`config.mk`:
```
export PLATFORM = sky130hd
export DESIGN_NAME = control_unit
export DESIGN_NICKNAME = d
export VERILOG_FILES = /design/src/rtl/control_unit_pkg.sv /design/src/rtl/cu_decoder.sv /design/src/rtl/control_unit.sv
export SDC_FILE = /design/constraint.sdc
export NUM_CORES = 1
export LEC_CHECK = 0
export CORE_UTILIZATION = 32
export DETAILED_ROUTE_END_ITERATION = 8
export GPL_TIMING_DRIVEN = 0
export PLACE_DENSITY = 0.76
export SYNTH_ARGS = -nofsm -noshare
export SYNTH_HDL_FRONTEND = slang
export SYNTH_SLANG_ARGS = --single-unit
```
`constraint.sdc`:
```
create_clock -name Clock -period 1.8 [get_ports Clock]
set_input_delay 0.36 -clock Clock [delete_from_list [all_inputs] [get_ports Clock]]
set_output_delay 0.36 -clock Clock [all_outputs]
set_load 0.05 [all_outputs]
```
`src/rtl/control_unit_pkg.sv`:
```
// Shared types and encodings for the hardwired control unit that drives ALU_System.
package control_unit_pkg;

  typedef enum logic [2:0] {
    ST_INIT,
    ST_F0,
    ST_F1,
    ST_EX0,
    ST_EX1,
    ST_HALT
  } state_t;

  localparam logic [3:0] OP_LDI = 4'h0;
  localparam logic [3:0] OP_ST  = 4'h1;
  localparam logic [3:0] OP_MOV = 4'h2;
  localparam logic [3:0] OP_ADD = 4'h3;
  localparam logic [3:0] OP_SUB = 4'h4;
  localparam logic [3:0] OP_AND = 4'h5;
  localparam logic [3:0] OP_OR  = 4'h6;
  localparam logic [3:0] OP_BRA = 4'h7;
  localparam logic [3:0] OP_BNE = 4'h8;
  localparam logic [3:0] OP_INC = 4'h9;
  localparam logic [3:0] OP_DEC = 4'hA;
  localparam logic [3:0] OP_HLT = 4'hB;
  localparam logic [3:0] OP_LDD = 4'hC;

  localparam logic [3:0] ALU_PASS_A = 4'b0000;
  localparam logic [3:0] ALU_ADD    = 4'b0100;
  localparam logic [3:0] ALU_SUB    = 4'b0101;
  localparam logic [3:0] ALU_AND    = 4'b0111;
  localparam logic [3:0] ALU_OR     = 4'b1000;

  localparam logic [1:0] MUX_ALU  = 2'b00;
  localparam logic [1:0] MUX_MEM  = 2'b01;
  localparam logic [1:0] MUX_IR   = 2'b10;
  localparam logic [1:0] MUX_ARFC = 2'b11;

  localparam logic [1:0] ARF_AR     = 2'b00;
  localparam logic [1:0] ARF_SP     = 2'b01;
  localparam logic [1:0] ARF_PCPAST = 2'b10;
  localparam logic [1:0] ARF_PC     = 2'b11;

  localparam logic [3:0] ARF_SEL_PC = 4'b1000;
  localparam logic [3:0] ARF_SEL_AR = 4'b0100;

  // Register-file / address-file function codes.
  localparam logic [1:0] FUN_CLEAR = 2'b00;
  localparam logic [1:0] FUN_LOAD  = 2'b01;
  localparam logic [1:0] FUN_DEC   = 2'b10;
  localparam logic [1:0] FUN_INC   = 2'b11;

  localparam logic [1:0] IR_CLEAR = 2'b00;
  localparam logic [1:0] IR_LOAD  = 2'b01;

  typedef struct packed {
    logic [2:0] rf_out_a_sel;
    logic [2:0] rf_out_b_sel;
    logic [1:0] rf_fun_sel;
    logic [3:0] rf_r_sel;
    logic [3:0] rf_t_sel;
    logic [3:0] alu_fun_sel;
    logic [1:0] arf_out_c_sel;
    logic [1:0] arf_out_d_sel;
    logic [1:0] arf_fun_sel;
    logic [3:0] arf_reg_sel;
    logic       ir_lh;
    logic       ir_enable;
    logic [1:0] ir_funsel;
    logic       mem_wr;
    logic       mem_cs;
    logic [1:0] mux_a_sel;
    logic [1:0] mux_b_sel;
    logic       mux_c_sel;
    logic       halted;
  } ctrl_t;

  function automatic logic [3:0] onehot(input logic [1:0] idx);
    return 4'b1000 >> idx;
  endfunction

  // Register-file read select for R1..R4.
  function automatic logic [2:0] rf_sel(input logic [1:0] idx);
    return {1'b1, idx};
  endfunction

  function automatic ctrl_t ctrl_idle();
    ctrl_t c;
    c        = '0;
    c.mem_cs = 1'b1;
    return c;
  endfunction

  function automatic logic [3:0] alu_code(input logic [3:0] op);
    logic [3:0] code;
    code = ALU_PASS_A;
    case (op)
      OP_ADD:  code = ALU_ADD;
      OP_SUB:  code = ALU_SUB;
      OP_AND:  code = ALU_AND;
      OP_OR:   code = ALU_OR;
      default: code = ALU_PASS_A;
    endcase
    return code;
  endfunction

endpackage

```
`src/rtl/cu_decoder.sv`:
```
// Combinational map from (state, IR, registered flags) to the full datapath control bundle.
module cu_decoder
  import control_unit_pkg::*;
#(
  parameter bit CLEAR_ON_START = 1'b1
) (
  input  state_t      state,
  input  logic [15:0] ir,
  input  logic [3:0]  flags_q,
  output ctrl_t       ctrl
);

  logic [3:0] op;
  logic [1:0] rd;
  logic [1:0] rs;

  assign op = ir[15:12];
  assign rd = ir[11:10];
  assign rs = ir[9:8];

  always_comb begin
    // NOTE: every field gets its inactive value first, so no path through the case can infer a latch.
    ctrl = ctrl_idle();
    unique case (state)
      ST_INIT: begin
        if (CLEAR_ON_START) begin
          ctrl.arf_reg_sel = 4'b1111;
          ctrl.arf_fun_sel = FUN_CLEAR;
          ctrl.rf_r_sel    = 4'b1111;
          ctrl.rf_t_sel    = 4'b1111;
          ctrl.rf_fun_sel  = FUN_CLEAR;
          ctrl.ir_enable   = 1'b1;
          ctrl.ir_funsel   = IR_CLEAR;
        end
      end
      ST_F0, ST_F1: begin
        ctrl.arf_out_d_sel = ARF_PC;
        ctrl.mem_cs        = 1'b0;
        ctrl.ir_enable     = 1'b1;
        ctrl.ir_funsel     = IR_LOAD;
        ctrl.ir_lh         = (state == ST_F1);
        ctrl.arf_reg_sel   = ARF_SEL_PC;
        ctrl.arf_fun_sel   = FUN_INC;
      end
      ST_EX0: begin
        case (op)
          OP_LDI: begin
            ctrl.mux_a_sel  = MUX_IR;
            ctrl.rf_fun_sel = FUN_LOAD;
            ctrl.rf_r_sel   = onehot(rd);
          end
          OP_MOV: begin
            ctrl.rf_out_a_sel = rf_sel(rs);
            ctrl.alu_fun_sel  = ALU_PASS_A;
            ctrl.mux_a_sel    = MUX_ALU;
            ctrl.rf_fun_sel   = FUN_LOAD;
            ctrl.rf_r_sel     = onehot(rd);
          end
          OP_ADD, OP_SUB, OP_AND, OP_OR: begin
            ctrl.rf_out_a_sel = rf_sel(rd);
            ctrl.rf_out_b_sel = rf_sel(rs);
            ctrl.alu_fun_sel  = alu_code(op);
            ctrl.mux_a_sel    = MUX_ALU;
            ctrl.rf_fun_sel   = FUN_LOAD;
            ctrl.rf_r_sel     = onehot(rd);
          end
          OP_BRA, OP_BNE: begin
            // BNE tests the Z flag captured by the last ALU instruction.
            if (op == OP_BRA || !flags_q[3]) begin
              ctrl.mux_b_sel   = MUX_IR;
              ctrl.arf_reg_sel = ARF_SEL_PC;
              ctrl.arf_fun_sel = FUN_LOAD;
            end
          end
          OP_INC, OP_DEC: begin
            ctrl.rf_r_sel   = onehot(rd);
            ctrl.rf_fun_sel = (op == OP_INC) ? FUN_INC : FUN_DEC;
          end
          OP_ST, OP_LDD: begin
            ctrl.mux_b_sel   = MUX_IR;
            ctrl.arf_reg_sel = ARF_SEL_AR;
            ctrl.arf_fun_sel = FUN_LOAD;
          end
          default: ;
        endcase
      end
      ST_EX1: begin
        if (op == OP_LDD) begin
          ctrl.arf_out_d_sel = ARF_AR;
          ctrl.mem_cs        = 1'b0;
          ctrl.mux_a_sel     = MUX_MEM;
          ctrl.rf_fun_sel    = FUN_LOAD;
          ctrl.rf_r_sel      = onehot(rd);
        end else if (op == OP_ST) begin
          ctrl.arf_out_d_sel = ARF_AR;
          ctrl.rf_out_a_sel  = rf_sel(rd);
          ctrl.alu_fun_sel   = ALU_PASS_A;
          ctrl.mem_cs        = 1'b0;
          ctrl.mem_wr        = 1'b1;
        end
      end
      ST_HALT: ctrl.halted = 1'b1;
      default: ;
    endcase
  end

endmodule

```
`src/rtl/control_unit.sv`:
```
// Fetch/decode/execute sequencer: holds the state and flag registers, decoding lives in cu_decoder.
module control_unit
  import control_unit_pkg::*;
#(
  parameter bit CLEAR_ON_START = 1'b1
) (
  input  logic        Clock,
  input  logic        Reset_N,
  input  logic [15:0] IR,
  input  logic [3:0]  ALU_Flag,
  output logic [2:0]  RF_OutASel,
  output logic [2:0]  RF_OutBSel,
  output logic [1:0]  RF_FunSel,
  output logic [3:0]  RF_RSel,
  output logic [3:0]  RF_TSel,
  output logic [3:0]  ALU_FunSel,
  output logic [1:0]  ARF_OutCSel,
  output logic [1:0]  ARF_OutDSel,
  output logic [1:0]  ARF_FunSel,
  output logic [3:0]  ARF_RegSel,
  output logic        IR_LH,
  output logic        IR_Enable,
  output logic [1:0]  IR_Funsel,
  output logic        Mem_WR,
  output logic        Mem_CS,
  output logic [1:0]  MuxASel,
  output logic [1:0]  MuxBSel,
  output logic        MuxCSel,
  output logic [3:0]  Flags_Q,
  output logic        Halted
);

  state_t     state_q;
  state_t     state_d;
  logic [3:0] flags_q;
  logic [3:0] op;
  logic       flags_load;
  ctrl_t      ctrl_dec;
  ctrl_t      ctrl;

  assign op         = IR[15:12];
  assign flags_load = (state_q == ST_EX0) && (op >= OP_ADD) && (op <= OP_OR);

  always_comb begin
    state_d = state_q;
    unique case (state_q)
      ST_INIT: state_d = ST_F0;
      ST_F0:   state_d = ST_F1;
      ST_F1:   state_d = ST_EX0;
      ST_EX0: begin
        if (op == OP_HLT)                        state_d = ST_HALT;
        else if (op == OP_ST || op == OP_LDD)    state_d = ST_EX1;
        else                                     state_d = ST_F0;
      end
      ST_EX1:  state_d = ST_F0;
      ST_HALT: state_d = ST_HALT;
      default: state_d = ST_INIT;
    endcase
  end

  always_ff @(posedge Clock or negedge Reset_N) begin
    if (!Reset_N) begin
      state_q <= ST_INIT;
      flags_q <= 4'b0000;
    end else begin
      // NOTE: registers update with <= so every flop samples pre-edge values regardless of block order.
      state_q <= state_d;
      if (flags_load) flags_q <= ALU_Flag;
    end
  end

  cu_decoder #(
    .CLEAR_ON_START(CLEAR_ON_START)
  ) u_decoder (
    .state   (state_q),
    .ir      (IR),
    .flags_q (flags_q),
    .ctrl    (ctrl_dec)
  );

  // Reset masks the bundle combinationally so a pending store is dropped the instant Reset_N falls.
  assign ctrl = Reset_N ? ctrl_dec : ctrl_idle();

  assign RF_OutASel  = ctrl.rf_out_a_sel;
  assign RF_OutBSel  = ctrl.rf_out_b_sel;
  assign RF_FunSel   = ctrl.rf_fun_sel;
  assign RF_RSel     = ctrl.rf_r_sel;
  assign RF_TSel     = ctrl.rf_t_sel;
  assign ALU_FunSel  = ctrl.alu_fun_sel;
  assign ARF_OutCSel = ctrl.arf_out_c_sel;
  assign ARF_OutDSel = ctrl.arf_out_d_sel;
  assign ARF_FunSel  = ctrl.arf_fun_sel;
  assign ARF_RegSel  = ctrl.arf_reg_sel;
  assign IR_LH       = ctrl.ir_lh;
  assign IR_Enable   = ctrl.ir_enable;
  assign IR_Funsel   = ctrl.ir_funsel;
  assign Mem_WR      = ctrl.mem_wr;
  assign Mem_CS      = ctrl.mem_cs;
  assign MuxASel     = ctrl.mux_a_sel;
  assign MuxBSel     = ctrl.mux_b_sel;
  assign MuxCSel     = ctrl.mux_c_sel;
  assign Halted      = ctrl.halted;
  assign Flags_Q     = flags_q;

endmodule
```
**Word level (Yosys, flattened, before mapping)**

Cells that the tools add are included.
Widths: inputs -> output; s select.

- Flip-flop bits (word level): 7
- Output and inout port bits: 46
- Logic and storage cells: 72
- Input port bits: 22

- Reduce and logical (&&, ||, !) cells: 14
- Equal/unequal tests: 17
- $lt $le $gt $ge: 2
- Shift operators: 1
- Mux-type cells: 36

Operator list:

| kind | number |
|---|---|
| $mux 42 | 1 |
| $pmux 6 s3 | 2 |
| $eq 4x4->1 const B | 5 |
| $mux 3 | 6 |
| $pmux 3 s2 | 3 |
| $eq 4x3->1 const B | 4 |
| $pmux 4 s4 | 1 |
| $pmux 3 s5 | 1 |
| $mux 4 | 3 |
| $pmux 6 s2 | 1 |
| $mux 2 | 5 |
| $mux 5 | 2 |
| $pmux 5 s2 | 1 |
| $reduce_or 2->1 | 5 |
| $eq 4x2->1 const B | 2 |
| $pmux 2 s2 | 2 |
| $mux 1 | 7 |
| $eq 3x2->1 const B | 2 |
| $eq 3x3->1 const B | 2 |
| $reduce_or 6->1 | 1 |
| $eq 4x1->1 const B | 1 |
| $ge 4x2->1 const B | 1 |
| $le 4x3->1 const B | 1 |
| $logic_not 4->1 | 1 |
| other kinds (8) | 10 |

**Logic depth before layout (Yosys ltp)**

Gate-level depths: netlist (run 1).

- Depth in word-level cells: 6
- Depth in mapped cells: 7
- Mapped depth without buffers: 4

**By module**

From an unflattened synthesis (run 1), not the netlist that was laid out.

- Cell total of the unflattened synthesis: 163
- Area, all modules: 1,207.4 um2

Modules (own cells, without submodules):

| module | cells an instance | times used | area an instance (um2) | seq. area each (um2) |
|---|---|---|---|---|
| control_unit | 75 | 1 | 654.4 | 175.2 |
| cu_decoder | 88 | 1 | 553.0 | 0.0 |

**Worst setup path after synthesis (run 1)**

OpenSTA, ideal clock, no wires.

- Path type: flip-flop to output port
- Start point: register state_q[2]
- End point: output port RF_OutBSel[0]
- Path buffers: 1
- Arrival: 2.987 ns
- Setup slack: -1.547 ns
- Stages on the path, launching flop included: 5
- Data required time: 1.440 ns
- Cell sequence: dfrtp_1 > clkbuf_1 > nand3b_1 > nor4_1 > and2_1

- Longest elaborated chain between the ends: 3

Ends and longest elaborated chain:

| element | RTL line | source |
|---|---|---|
| from (decl) | control_unit.sv:33 | `state_t state_q;` |
| from (signal assigned) | control_unit.sv:67 | `state_q <= state_d;` |
| $eq 3x2->1 | cu_decoder.sv:24 | `unique case (state)` |
| $mux 3 | cu_decoder.sv:24 |  |
| $mux 42 | control_unit.sv:82 | `assign ctrl = Reset_N ? ctrl_dec : ctrl_idle();` |
| to (decl) | control_unit.sv:12 | `output logic [2:0] RF_OutBSel,` |

No other way between the ends.

**Worst setup path after layout (run 1)**

- Start point: register state_q[1]
- End point: output port RF_OutASel[1]

- Longest elaborated chain between the ends: 3
- Elaborated cells on any way between the ends: 4
- Those cells by class: eq/ne: 2; mux: 2

Ends and longest elaborated chain:

| element | RTL line | source |
|---|---|---|
| $eq 3x3->1 / $eq 3x2->1 (equally long branches) | cu_decoder.sv:24 |  |
| $pmux 3 s2 * | cu_decoder.sv:24 |  |
| $mux 42 * | control_unit.sv:82 |  |
| to (decl) | control_unit.sv:11 | `output logic [2:0] RF_OutASel,` |

Mark *: on every way between the ends. The rest lies on a longest branch, timed or not.

==> results by stage, run 1 <==
Routing:
- The routed layout has 1644 vias.
- Using the TritonRoute via totals, the vias-per-cell ratio works out to 5.63.
- The remaining number of nets flagged by the antenna check after routing is 0.
- The number of search-and-repair iterations in the first detailed-routing pass is 4.
- The total routed wirelength is 6.58 mm.
- For this block, the initial DRC count from the detailed router was 103.
- The average wire length per cell after detail routing is 22.5 um.
- For this run, design rule violations remaining after detail routing come to 0.

Final layout:
- Leaving out filler cells and counting taps, the final layout contains 292.
- The final-stage net count is 271.
- The synthesis-to-layout area growth is 170%.
- The utilization after layout is 0.907.
- The count of inserted antenna diode cells is 0.
- Of the cells placed in the final design, the portion with a size suffix greater than 1 is 0.698.

Timing:
- The final hold violation count is 0.
- For the finished layout, the period the worst path requires is 2420 ps.
- Across all hold checks on the routed design, the worst slack comes to 516 ps.
- The final-report max-slew violation count came to 0.
- Dividing the final minimum period by the clock period gives 1.34.
- Setup violations remaining at the end of the flow were counted as 40.
- Measured against its own limit, the worst slew margin works out to 0.574.
- Clock skew on the completed layout was measured at 7.76 ps.
- Setup slack on the critical path of the routed design comes to -618 ps.
- At the pin with the least slew margin, the transition time is about 640 ps.
- The fmax is 414 MHz.
- Setup repair after global routing could not meet its margin everywhere.

Floorplanning:
- 68 I/O pins were placed.
- The horizontal die dimension is 58.3 um.
- The total die area is 3400 um^2.
- For this configuration, the core starts out at a cell density of 0.336.
- The floorplan has 20 rows.
- The die extent in y is 58.3 um.
- The core area is just over 3000 um^2.

GRT:
- The global-route wire length before repair is 7.72 mm.
- The total grt overflow is 0.
- The initial antenna violation count came to 0.
- Across every metal layer, demand over resource in global routing totals 0.301.
- The pin count of the biggest net entering global routing is 11.
- The via count of the first global-routing pass is 1553.

Power:
- The peak supply drop is approximately 0.0011 V.
- The leakage power summed over all cells is 0.00121 uW.
- Power spread over the standard cell area amounts to 1440 nW/um^2.

Logic synthesis:
- The commonest register cell after synthesis is dfrtp_1.
- The sequential area share after synthesis is 0.172.
- The warning count from the yosys run is 0.
- Sorting the synthesized cells by how often they occur yields 15 x nor2_1, 14 x buf_4, 8 x nand2_1.
- Sorting the synthesized cells by area gives the leading types as dfrtp_1 17%, buf_4 10%, nor2_1 5.5%.
- The flip-flop and latch count after synthesis is 7.
- Of all flip-flops after synthesis, the portion carrying an async set or reset was 1.00.
- The number of standard cells after synthesis is 138.
- The synthesized design spends more area on one cell type than any other, namely dfrtp_1.
- The count of flip-flops with a built-in enable after synthesis is 0.
- The average instance in the mapped netlist occupies 7.36 um^2.
- The proportion of netlist area held by the largest area contributor is 0.172.
- The count of different cell masters after synthesis is 46.
- The most common cell in the synthesized netlist is nor2_1.
- The post-synth design cell area is 1020 um^2.

Clock tree:
- The clock latency reported for the late side of the worst-skew pair is 260 ps.
- For this design, the sink count on the clock tree is 7.
- CTS built an H-tree with a depth of 1.
- The maximum count of clock buffers along a single path is 2.
- The clock input transition at the sequential cells of the worst setup and hold paths is roughly 60 ps.
- In this run, CTS created clock tree buffers numbering 3.
- The CTS tree is done.
- Clock tree synthesis selected as its root buffer the cell clkbuf_4.

Placement:
- The number of buffer cells added on primary ports is 53.
- Counting tap cells, the placed design contains a total of 239 instances.
- The weighted congestion at the end of routability-driven global placement is 0.893.
- Summed over all nets, the half-perimeter wirelength after detailed placement is between 2 and 2.5 mm.
- The worst setup slack before clock tree synthesis is -1830 ps.

Setup path:
- The worst setup path is of the register to output pin kind.
- The longest individual stage delay on the worst path is 400 ps.
- For the worst setup path, the data required time is 1440 ps.
- The largest individual stage delay along the critical path comes from the cell dfrtp_1.
- Of all nets on the critical path, the largest fanout is 5.
- In this run the critical register-to-register path is launched from state_q[1].
- The worst setup path is launched from a register.
- Walking the worst path, the cells encountered are buf_6 -> buf_6 -> nor4b_4 -> o2bb2ai_4 -> buf_6 -> o21ai_4 -> a21oi_4 -> buf_6.
- Data arrives at the worst endpoint at 2060 ps.
- The most frequent cell on the critical path is buf_6.
- STA classifies the critical path endpoint as an output pin.
- The worst register-to-register path ends at Flags_Q[3].
- The number of cells on the worst reg-to-reg path is 8.
- The setup check on the worst reg-to-reg path leaves a slack of -90 ps.

Status:
- The final reports fail on negative setup slack.
- The run finished, with violations left.

Hold path:
- The sink of the worst hold path is Flags_Q[1].
- The worst hold path class is register to register.
- In this run the most critical hold path is launched from Flags_Q[1].
- Counting instances, the worst hold path has a depth of 1.

Flow run:
- The number of max-cap violations is 0.
[critical path: cells and delay by family (launching register included)]
kind / cells / cell delay, ps
AOI/OAI and AO/OA: 3 / 450
DFF: 1 / 400
buffers and inverters: 4 / 560
and+or+nand+nor: 1 / 390
[what timing repair did]
item / CTS / global route
gates cloned: 1 / 0
hold buffers: 1 / 0
endpoints found under the setup margin: 43 / 43
pin swaps: 28 / 21
hold endpoints to repair: 7 / 0
gates resized for setup: 366 / 35
setup buffers: 38 / 14
[worst max path at each step]
stage / start / end / slack (ps)
after floorplan: state_q[2] / RF_OutBSel[0] / -440
after global placement: Reset_N / RF_RSel[3] / -1810
after detailed placement: Reset_N / RF_RSel[3] / -1830
after CTS: state_q[2] / RF_RSel[3] / -510
after global routing: IR[14] / RF_RSel[3] / -640
final: state_q[1] / RF_OutASel[1] / -620
[per-layer routing]
layer	share of wire	global-route usage
met5	0	0
met4	0.049	0.156
met3	0.091	0.0462
met2	0.50	0.545
met1	0.36	0.340
[metrics by stage]
stage | total power, uW | instance area [um^2] | TNS [ps]
after floorplan | 1920 | 1270 | -6590
after global placement | 2480 | 1850 | -50500
after detailed placement | 2510 | 1850 | -52120
after CTS | 3480 | 2550 | -9100
after global routing | 4050 | 2750 | -15790
final | 3950 | 2750 | -14370
[cell usage in the layout (no fill, tap or decap), types with 4 or more instances in the layout]
master           synthesis  layout
mux2_4                   0       4
buf_6                    2      48
nand3b_1                 4       4
dfrtp_1                  7       6
buf_4                   14      33
clkbuf_4                 0       6
buf_8                    0      20
clkdlybuf4s50_1          0       9
nor2_1                  15       8
conb_1                   1       5
and2_4                   0       4
nand2_1                  8       5
buf_12                   0       4
nor3_4                   0       4
nor2_4                   0       4
[power by group]
group / switching [uW] / total (uW) / internal [uW]
Sequential: 87.7 / 323 / 235
Clock: 64.0 / 149 / 85.0
Combinational: 1890 / 3470 / 1580
[final cells by class]
class	count	area (um^2)
repair buffers	104	1140
multi-input cells	107	1070
inverters	4	18.8
fillers	107	283
well taps	44	55.1
plain buffers	22	255
clock buffers	4	26.3
flip-flops and latches	7	176
[flip-flops by register name, summed over array words and instances, names as in the netlist]
name,flops
state_q,3
Flags_Q,4
[logic make-up after synthesis]
family	share of synthesized area
simple gates	0.374
compound gates	0.197
buf+inv	0.174
flops	0.172
xor+xnor	0.0345
mux	0.0443
other cells	0.00369
No activity file was read; power rests on OpenSTA's default activity.
==> run 2: changes to the inputs <==
--- a/config.mk
+++ b/config.mk
@@ -5,10 +5,12 @@
 export SDC_FILE = /design/constraint.sdc
 export NUM_CORES = 1
 export LEC_CHECK = 0
-export CORE_UTILIZATION = 32
+export CORE_UTILIZATION = 35
 export DETAILED_ROUTE_END_ITERATION = 8
 export GPL_TIMING_DRIVEN = 0
-export PLACE_DENSITY = 0.76
+export PLACE_DENSITY = 0.77
+export SLEW_MARGIN = 20
 export SYNTH_ARGS = -nofsm -noshare
 export SYNTH_HDL_FRONTEND = slang
+export SYNTH_HIERARCHICAL = 1
 export SYNTH_SLANG_ARGS = --single-unit
==> run 2 against run 1 <==
  * The run still ends with negative setup slack left
  * Die area increased by 8.4%
  * Highest routed layer unchanged
  * Maximum frequency decreased by 2.4%
  * Setup slack got worse by 61 ps
  * First-iteration DRC count decreased by 56%
  * Sequential share of layout area increased by 0.62 points
==> results by stage, run 2 <==
Status:
- Result of the run: finished with violations (unchanged).
- Failing checks: negative setup slack (unchanged).

Timing:
- The final hold violation count is 0 (unchanged).
- The number of endpoints failing setup at the final stage is 36 (was 40).
- The time the worst path needs with I/O delays and setup was 2480 ps (was 2420 ps).
- The fmax is 403 MHz (was 414 MHz).
- The post-layout worst setup margin is -679 ps (was -618 ps).
- The worst clock skew on the final layout is 8.92 ps (was 7.76 ps).
- The final-report max-slew violation count is 0 (unchanged).
- The worst slew slack as a fraction of its limit came to 0.665 (was 0.574).
- Unrepaired setup endpoints after global routing: true (unchanged).
- The share of the cycle needed by the critical path after routing was 1.38 (was 1.34).
- The measured slew at the worst slew-check pin was 501 ps (was 638 ps).

Final layout:
- Commonest non-fill, non-tap cells in the layout: 35 x buf_4, 26 x buf_6, 25 x and2_4 (was 48 x buf_6, 33 x buf_4, 20 x buf_8).
- The final-stage net count is 280 (was 271).
- The flip-flop count of the largest register after layout is 4 (unchanged).
- The count of inserted antenna diode cells is 0 (unchanged).
- The fraction of final layout cells with drive strength greater than 1 is 0.638 (was 0.698).
- The utilization after layout is 0.805 (was 0.907).
- The synthesis-to-layout area growth was 110% (was 170%).
- The commonest non-fill, non-tap cell in the layout is buf_4 (was buf_6).
- The number of fill cells in the layout is 205 (was 107).

GRT:
- The met1 layer usage reported by global route is 0.272 (was 0.340).
- The total grt overflow is 0 (unchanged).
- The global-route wire length before repair is 6.15 mm (was 7.72 mm).
- The initial antenna violation count came to 0 (unchanged).
- The via count of the first global-routing pass was 1345 (was 1553).
- The busiest metal layer after global routing is met2 (unchanged).
- The global routing met2 resource utilization came to 0.396 (was 0.545).
- The global routing met3 resource utilization was 0.0235 (was 0.0462).
- The pin count of the biggest net entering global routing is 16 (was 11).
- The all-layer global routing usage is 0.223 (was 0.301).

Clock tree:
- The maximum level of the CTS H-tree is 1 (unchanged).
- The maximum count of clock buffers along a single path is 2 (unchanged).
- The clock latency reported for the late side of the worst-skew pair is 260 ps (about the same).
- The number of sinks driven by the clock tree is 7 (unchanged).
- The clock input transition at the sequential cells of the worst setup and hold paths is 60 ps (about the same).
- The clock root buffer master was clkbuf_4 (unchanged).
- The number of buffers created by CTS is 3 (unchanged).
- The CTS tree was done (unchanged).

Logic synthesis:
- The flip-flop and latch count after synthesis was 7 (unchanged).
- List of most frequent post-synthesis cells: 44 x and2_1, 11 x buf_4, 11 x nor2_1 (was 15 x nor2_1, 14 x buf_4, 8 x nand2_1).
- The proportion of netlist area held by the largest area contributor is 0.228 (was 0.172).
- The sequential area share after synthesis came to 0.145 (was 0.172).
- The number of standard cells after synthesis came to 163 (was 138).
- The mean instance size in the synthesized netlist is 7.41 um^2 (was 7.36 um^2).
- The count of flip-flops with a built-in enable after synthesis is 0 (unchanged).
- The commonest register cell after synthesis is dfrtp_1 (unchanged).
- The warning count from the yosys run is 6 (was 0).
- Most area-consuming cells after synthesis: and2_1 23%, dfrtp_1 15%, buf_4 6.8% (was dfrtp_1 17%, buf_4 10%, nor2_1 5.5%).
- The most common cell in the netlist is and2_1 (was nor2_1).
- The cell taking the most area after synthesis is and2_1 (was dfrtp_1).
- The count of different cell masters after synthesis is 44 (was 46).
- The post-synth design cell area was 1210 um^2 (was 1020 um^2).
- The async set-or-reset flop fraction in the synthesized netlist came to 1.00 (unchanged).

Setup path:
- The start of the worst register-to-register path is state_q[1] (unchanged).
- The critical-path maximum fanout is 3 (was 5).
- The data required time at the worst endpoint is 1440 ps (about the same).
- The last element of the critical path is RF_OutASel[0] (was RF_OutASel[1]).
- The category of the worst setup path launch point is a register (unchanged).
- The worst-case register-to-register setup slack is 280 ps (was -90 ps).
- The source of the critical timing path is state_q[0] (was state_q[1]).
- The critical path data arrival time came to 2120 ps (was 2060 ps).
- The destination of the worst register-to-register timing path is Flags_Q[3] (unchanged).
- The startpoint-to-endpoint class of the critical path is register to output pin (unchanged).
- The number of cells on the worst reg-to-reg path is 5 (was 8).
- The critical path endpoint category is an output pin (unchanged).

Power:
- The proportion of power drawn by the clock network is 0.301 (was 0.038).
- The power per cell area is 197 nW/um^2 (was 1440 nW/um^2).
- The switching power of the nets is 180 uW (was 2050 uW).
- The overall power was 501 uW (was 3950 uW).
- The leakage power summed over all cells is 0.00123 uW (was 0.00121 uW).
- The peak supply drop was 0.000323 V (was 0.00114 V).
- The power share of the sequential group came to 0.314 (was 0.082).
- The switching part of the total is 0.358 (was 0.519).
- The combinational cell fraction of total power is 0.385 (was 0.880).
- The internal power came to 322 uW (was 1900 uW).

Routing:
- The per-cell via count in the routed design was 5.23 (was 5.63).
- The total routed wirelength is 4.57 mm (was 6.58 mm).
- The average wire length per cell after detail routing is 15.2 um (was 22.5 um).
- The number of search-and-repair iterations in the first detailed-routing pass was 4 (unchanged).
- The count of vias placed by the detailed router is 1573 (was 1644).
- The number of DRC markers after the initial detailed-route iteration was 45 (was 103).
- The remaining number of nets flagged by the antenna check after routing is 0 (unchanged).
- The total DRC errors in the routed layout is 0 (unchanged).

Floorplanning:
- The horizontal die dimension is 60.7 um (was 58.3 um).
- The I/O pin total was 68 (unchanged).
- The core area is 3150 um^2 (was 3030 um^2).
- The total die area is 3690 um^2 (was 3400 um^2).
- The floorplan row count was 20 (unchanged).
- The die extent in y is 60.7 um (was 58.3 um).
- The starting density of the core is 0.383 (was 0.336).

Placement:
- The number of buffer cells added on primary ports is 54 (was 53).
- The weighted congestion at the end of routability-driven global placement is 0.853 (was 0.893).
- The post-DP HPWL was 2.43 mm (was 2.41 mm).

Hold path:
- The worst hold path class was input port to register (was register to register).

Flow run:
- The number of max-cap violations came to 0 (unchanged).
==> run 2: final cells by class <==
cell class              instances  area (um^2)  area share
well taps                      44         55.1      0.0217
repair buffers                 89          956       0.377
plain buffers                  18          151      0.0596
inverters                       4         20.0     0.00789
clock buffers                   4         26.3      0.0103
flip-flops and latches          7          179      0.0705
multi-input cells             135         1150       0.453
==> run 2: layer usage <==
layer	part of all wire	routed length (um)	vias to the layer above
li1	-	-	729
met2	0.53	2410	84
met4	0.025	115	0
met3	0.057	261	13
met1	0.39	1780	747
met5	0	0	-
==> run 2: what timing repair did <==
| action | 4_1_cts | 5_1_grt |
|---|---|---|
| hold endpoints to repair | 3 | 0 |
| setup endpoints to repair | 37 | 39 |
| resized for setup | 350 | 27 |
| buffers inserted | 21 | 12 |
| cloned | 0 | 0 |
| hold buffers | 2 | 0 |
| pin swaps | 9 | 8 |
==> run 2: metrics by stage <==
stage	area [um^2]	std cells	hold WS, ps	TNS (ps)	setup slack, ps
6_report	2540	301	478	-14810	-679
5_1_grt	2540	301	478	-16560	-746
4_1_cts	2370	290	446	-12900	-705
3_5_place_dp	1890	265	495	-49830	-1700
3_3_place_gp	1890	265	501	-48570	-1670
2_1_floorplan	1290	167	64.4	-2880	-378
==> run 2: worst max-delay path: stages (launching register included) <==
cell and delay (ps):
dfrtp_2 420, or4b_4 560, or2_1 270, a21oi_2 180, a22o_1 160, and2_4 140
buf_8 130
==> run 2: power by group through the flow <==
stage,sequential [uW],clock (uW),combinational [uW]
after floorplan,160,0,92.7
after global placement,160,0,148
after detailed placement,160,0,151
after CTS,157,152,174
after global routing,157,162,206
final,157,151,193
==> run 2: cells by family (layout without fill, tap and decap cells) <==
logic type,after synthesis,after routing,share of synthesized area
compound gates,27,27,0.165
mux,4,4,0.0497
xor+xnor,4,4,0.0290
simple gates,95,95,0.488
flops,7,7,0.145
other cells,1,5,0.00311
buf+inv,25,115,0.120
==> run 2: worst min path at each step <==
| stage | endpoint | startpoint | cells past startpoint | slack [ps] |
|---|---|---|---|---|
| after floorplan | Flags_Q[0] | Reset_N | 0 | 60 |
| after global placement | Flags_Q[2] | Flags_Q[2] | 1 | 500 |
| after detailed placement | Flags_Q[0] | Flags_Q[0] | 1 | 500 |
| after CTS | state_q[2] | IR[15] | 3 | 450 |
| after global routing | state_q[2] | IR[15] | 3 | 480 |
| final | state_q[2] | IR[15] | 3 | 480 |
==> run 3: changes to the inputs <==
--- a/config.mk
+++ b/config.mk
@@ -8,7 +8,7 @@
 export CORE_UTILIZATION = 35
 export DETAILED_ROUTE_END_ITERATION = 8
 export GPL_TIMING_DRIVEN = 0
-export PLACE_DENSITY = 0.77
+export PLACE_DENSITY = 0.86
 export SLEW_MARGIN = 20
 export SYNTH_ARGS = -nofsm -noshare
 export SYNTH_HDL_FRONTEND = slang
==> run 3 against run 2 <==
  * Final cell count is the same
  * Highest routed layer unchanged
  * Via count is essentially flat
  * Largest power group unchanged
  * Combinational power grew 4%
  * Critical path depth grew 3
  * Global-route usage is essentially flat
  * The run still ends with negative setup slack left
  * Hold slack lost 370 ps
  * Register-to-register slack gained 20 ps
  * Clock power shrank 4%
  * Sequential power is essentially flat
==> results by stage, run 3 (synthesis results as in run 2) <==
Timing:
- The setup TNS was -14450 ps (was -14810 ps).
- The share of the cycle needed by the critical path after routing is 1.38 (about the same).
- Unrepaired setup endpoints after global routing: true (unchanged).
- The post-layout worst setup margin is -689 ps (was -679 ps).
- The worst hold slack across all endpoints came to 104 ps (was 478 ps).
- The final hold violation count is 0 (unchanged).
- The worst slew slack as a fraction of its limit is 0.662 (was 0.665).
- The time the worst path needs with I/O delays and setup is 2490 ps (was 2480 ps).
- The final-report max-slew violation count was 0 (unchanged).
- The number of endpoints failing setup at the final stage is 37 (was 36).
- The measured slew at the worst slew-check pin is 507 ps (was 501 ps).
- The fmax is 402 MHz (was 403 MHz).
- The worst clock skew on the final layout came to 2.97 ps (was 8.92 ps).

Placement:
- The weighted congestion at the end of routability-driven global placement came to 0.876 (was 0.853).
- The number of buffer cells added on primary ports is 54 (unchanged).
- The post-DP HPWL is 2.47 mm (was 2.43 mm).
- The worst setup slack before clock tree synthesis is -1720 ps (was -1700 ps).

Setup path:
- The slowest library cell on the worst path is dfrtp_1 (was or4b_4).
- The startpoint-to-endpoint class of the critical path is register to output pin (unchanged).
- The critical-path maximum fanout is 4 (was 3).
- The longest individual stage delay on the worst path was 400 ps (was 560 ps).
- The category of the worst setup path launch point is a register (unchanged).
- The critical path data arrival time is 2130 ps (was 2120 ps).
- Cells traversed along the worst timing path: buf_4 -> buf_4 -> nand3b_1 -> buf_4 -> a211oi_2 -> nor3_2 -> o31ai_1 -> and2_4 -> buf_8 (was or4b_4 -> or2_1 -> a21oi_2 -> a22o_1 -> and2_4 -> buf_8).
- The data required time at the worst endpoint is 1440 ps (about the same).
- The critical path endpoint category is an output pin (unchanged).
- The most frequent cell on the critical path is buf_4.

GRT:
- The total grt overflow is 0 (unchanged).
- The initial antenna violation count is 0 (unchanged).
- The global-route wire length before repair is 6.14 mm (was 6.15 mm).
- The pin count of the biggest net entering global routing came to 14 (was 16).
- The via count of the first global-routing pass is 1393 (was 1345).
- The all-layer global routing usage is 0.223 (about the same).

Floorplanning:
- The I/O pin total is 68 (unchanged).
- The horizontal die dimension was 60.7 um (unchanged).
- The floorplan row count is 20 (unchanged).
- The total die area came to 3690 um^2 (unchanged).
- The starting density of the core was 0.383 (unchanged).
- The core area is 3150 um^2 (unchanged).
- The die extent in y was 60.7 um (unchanged).

Power:
- The switching power of the nets came to 181 uW (was 180 uW).
- The power per cell area came to 195 nW/um^2 (was 197 nW/um^2).
- The proportion of power drawn by the clock network came to 0.289 (was 0.301).
- The overall power was 502 uW (was 501 uW).
- The switching part of the total was 0.360 (was 0.358).
- The peak supply drop is 0.000220 V (was 0.000323 V).
- The internal power is 321 uW (was 322 uW).
- The combinational cell fraction of total power is 0.397 (was 0.385).
- The power share of the sequential group came to 0.314 (about the same).
- The leakage power summed over all cells is 0.00127 uW (was 0.00123 uW).

Clock tree:
- The maximum count of clock buffers along a single path came to 2 (unchanged).
- The CTS tree is done (unchanged).
- The clock latency reported for the late side of the worst-skew pair is 260 ps (about the same).
- The number of sinks driven by the clock tree is 7 (unchanged).
- The clock root buffer master is clkbuf_4 (unchanged).
- The clock input transition at the sequential cells of the worst setup and hold paths came to 50 ps (was 60 ps).
- The maximum level of the CTS H-tree is 1 (unchanged).
- The number of buffers created by CTS is 3 (unchanged).
- The cts-stage hold buffer count is 0 (was 2).

Routing:
- The number of search-and-repair iterations in the first detailed-routing pass was 4 (unchanged).
- The remaining number of nets flagged by the antenna check after routing is 0 (unchanged).
- The number of DRC markers after the initial detailed-route iteration was 71 (was 45).
- The per-cell via count in the routed design is 5.23 (about the same).
- The total routed wirelength is 5.11 mm (was 4.57 mm).
- The count of vias placed by the detailed router was 1574 (was 1573).
- The total DRC errors in the routed layout came to 0 (unchanged).
- The average wire length per cell after detail routing is 17.0 um (was 15.2 um).

Final layout:
- Commonest non-fill, non-tap cells in the layout: 38 x buf_4, 27 x and2_4, 26 x buf_8 (was 35 x buf_4, 26 x buf_6, 25 x and2_4).
- The number of fill cells in the layout is 183 (was 205).
- The commonest non-fill, non-tap cell in the layout was buf_4 (unchanged).
- The synthesis-to-layout area growth is 114% (was 110%).
- The flip-flop count of the largest register after layout is 4 (unchanged).
- The fraction of final layout cells with drive strength greater than 1 came to 0.673 (was 0.638).
- The final-stage net count was 280 (unchanged).
- The count of inserted antenna diode cells is 0 (unchanged).

Status:
- Failing checks: negative setup slack (unchanged).
- Result of the run: finished with violations (unchanged).

Hold path:
- The worst hold path class is input port to asynchronous set/reset pin (was input port to register).

Flow run:
- The number of max-cap violations is 0 (unchanged).
[run 3: cell types whose count changed in the layout (fill, tap and decap cells not counted), moves of 3 or more]
cell    delta
buf_6      -6
buf_4      +3
buf_8      +4
and2_1     -3
buf_2      -3
[run 3: what timing repair did]
item | CTS | global route
pin swaps | 6 | 11
setup buffers | 20 | 16
resized for setup | 319 | 66
endpoints found under the setup margin | 37 | 41
gates cloned | 1 | 0
[run 3: worst paths after layout]
check	endpoint	depth (start not counted)	slack, ps	from
max reg2reg	Flags_Q[1]	5	300	state_q[0]
min in group Clock	state_q[2]	3	410	IR[12]
min	state_q[1]	1	100	Reset_N
min reg2reg	Flags_Q[0]	1	510	Flags_Q[0]
max in group asynchronous	Flags_Q[3]	1	1400	Reset_N
max	RF_RSel[3]	9	-690	state_q[1]
[run 3: critical path: cells and delay by family (launching register included)]
kind                   cells  cell delay [ps]
DFF                        1              400
and+or+nand+nor            3              430
AOI/OAI and AO/OA          2              480
buffers and inverters      4              560
[run 3: metal layers]
layer  part of all wire  vias up  global-route usage  routed length [um]
met4              0.046        0               0.143                 236
met3              0.060       18              0.0320                 305
li1                   -      726                   -                   -
met2               0.49       82               0.400                2530
met1               0.40      748               0.245                2040
met5                  0        -                   0                   0
[run 3: area by class of cell]
| class | count | area (um^2) | share of cell area |
|---|---|---|---|
| Sequential cell | 7 | 179 | 0.0693 |
| Timing Repair Buffer | 89 | 978 | 0.379 |
| Tap cell | 44 | 55.1 | 0.0213 |
| Inverter | 4 | 17.5 | 0.00679 |
| Multi-Input combinational cell | 135 | 1180 | 0.456 |
| Buffer | 18 | 148 | 0.0572 |
| Clock buffer | 4 | 26.3 | 0.0102 |
[run 3: power groups by stage]
stage | Combinational [uW] | Clock, uW | Sequential (uW)
5_1_grt | 211 | 160 | 157
2_1_floorplan | 92.7 | 0 | 160
3_5_place_dp | 150 | 0 | 160
6_report | 200 | 145 | 158
4_1_cts | 158 | 151 | 157
3_3_place_gp | 147 | 0 | 160
[run 3: per-stage QoR]
stage	instance area (um^2)	std cells	utilization
final	2580	301	0.819
after global routing	2580	301	0.819
after CTS	2280	289	0.724
after detailed placement	1890	265	0.600
after global placement	1890	265	0.600
after floorplan	1290	167	-
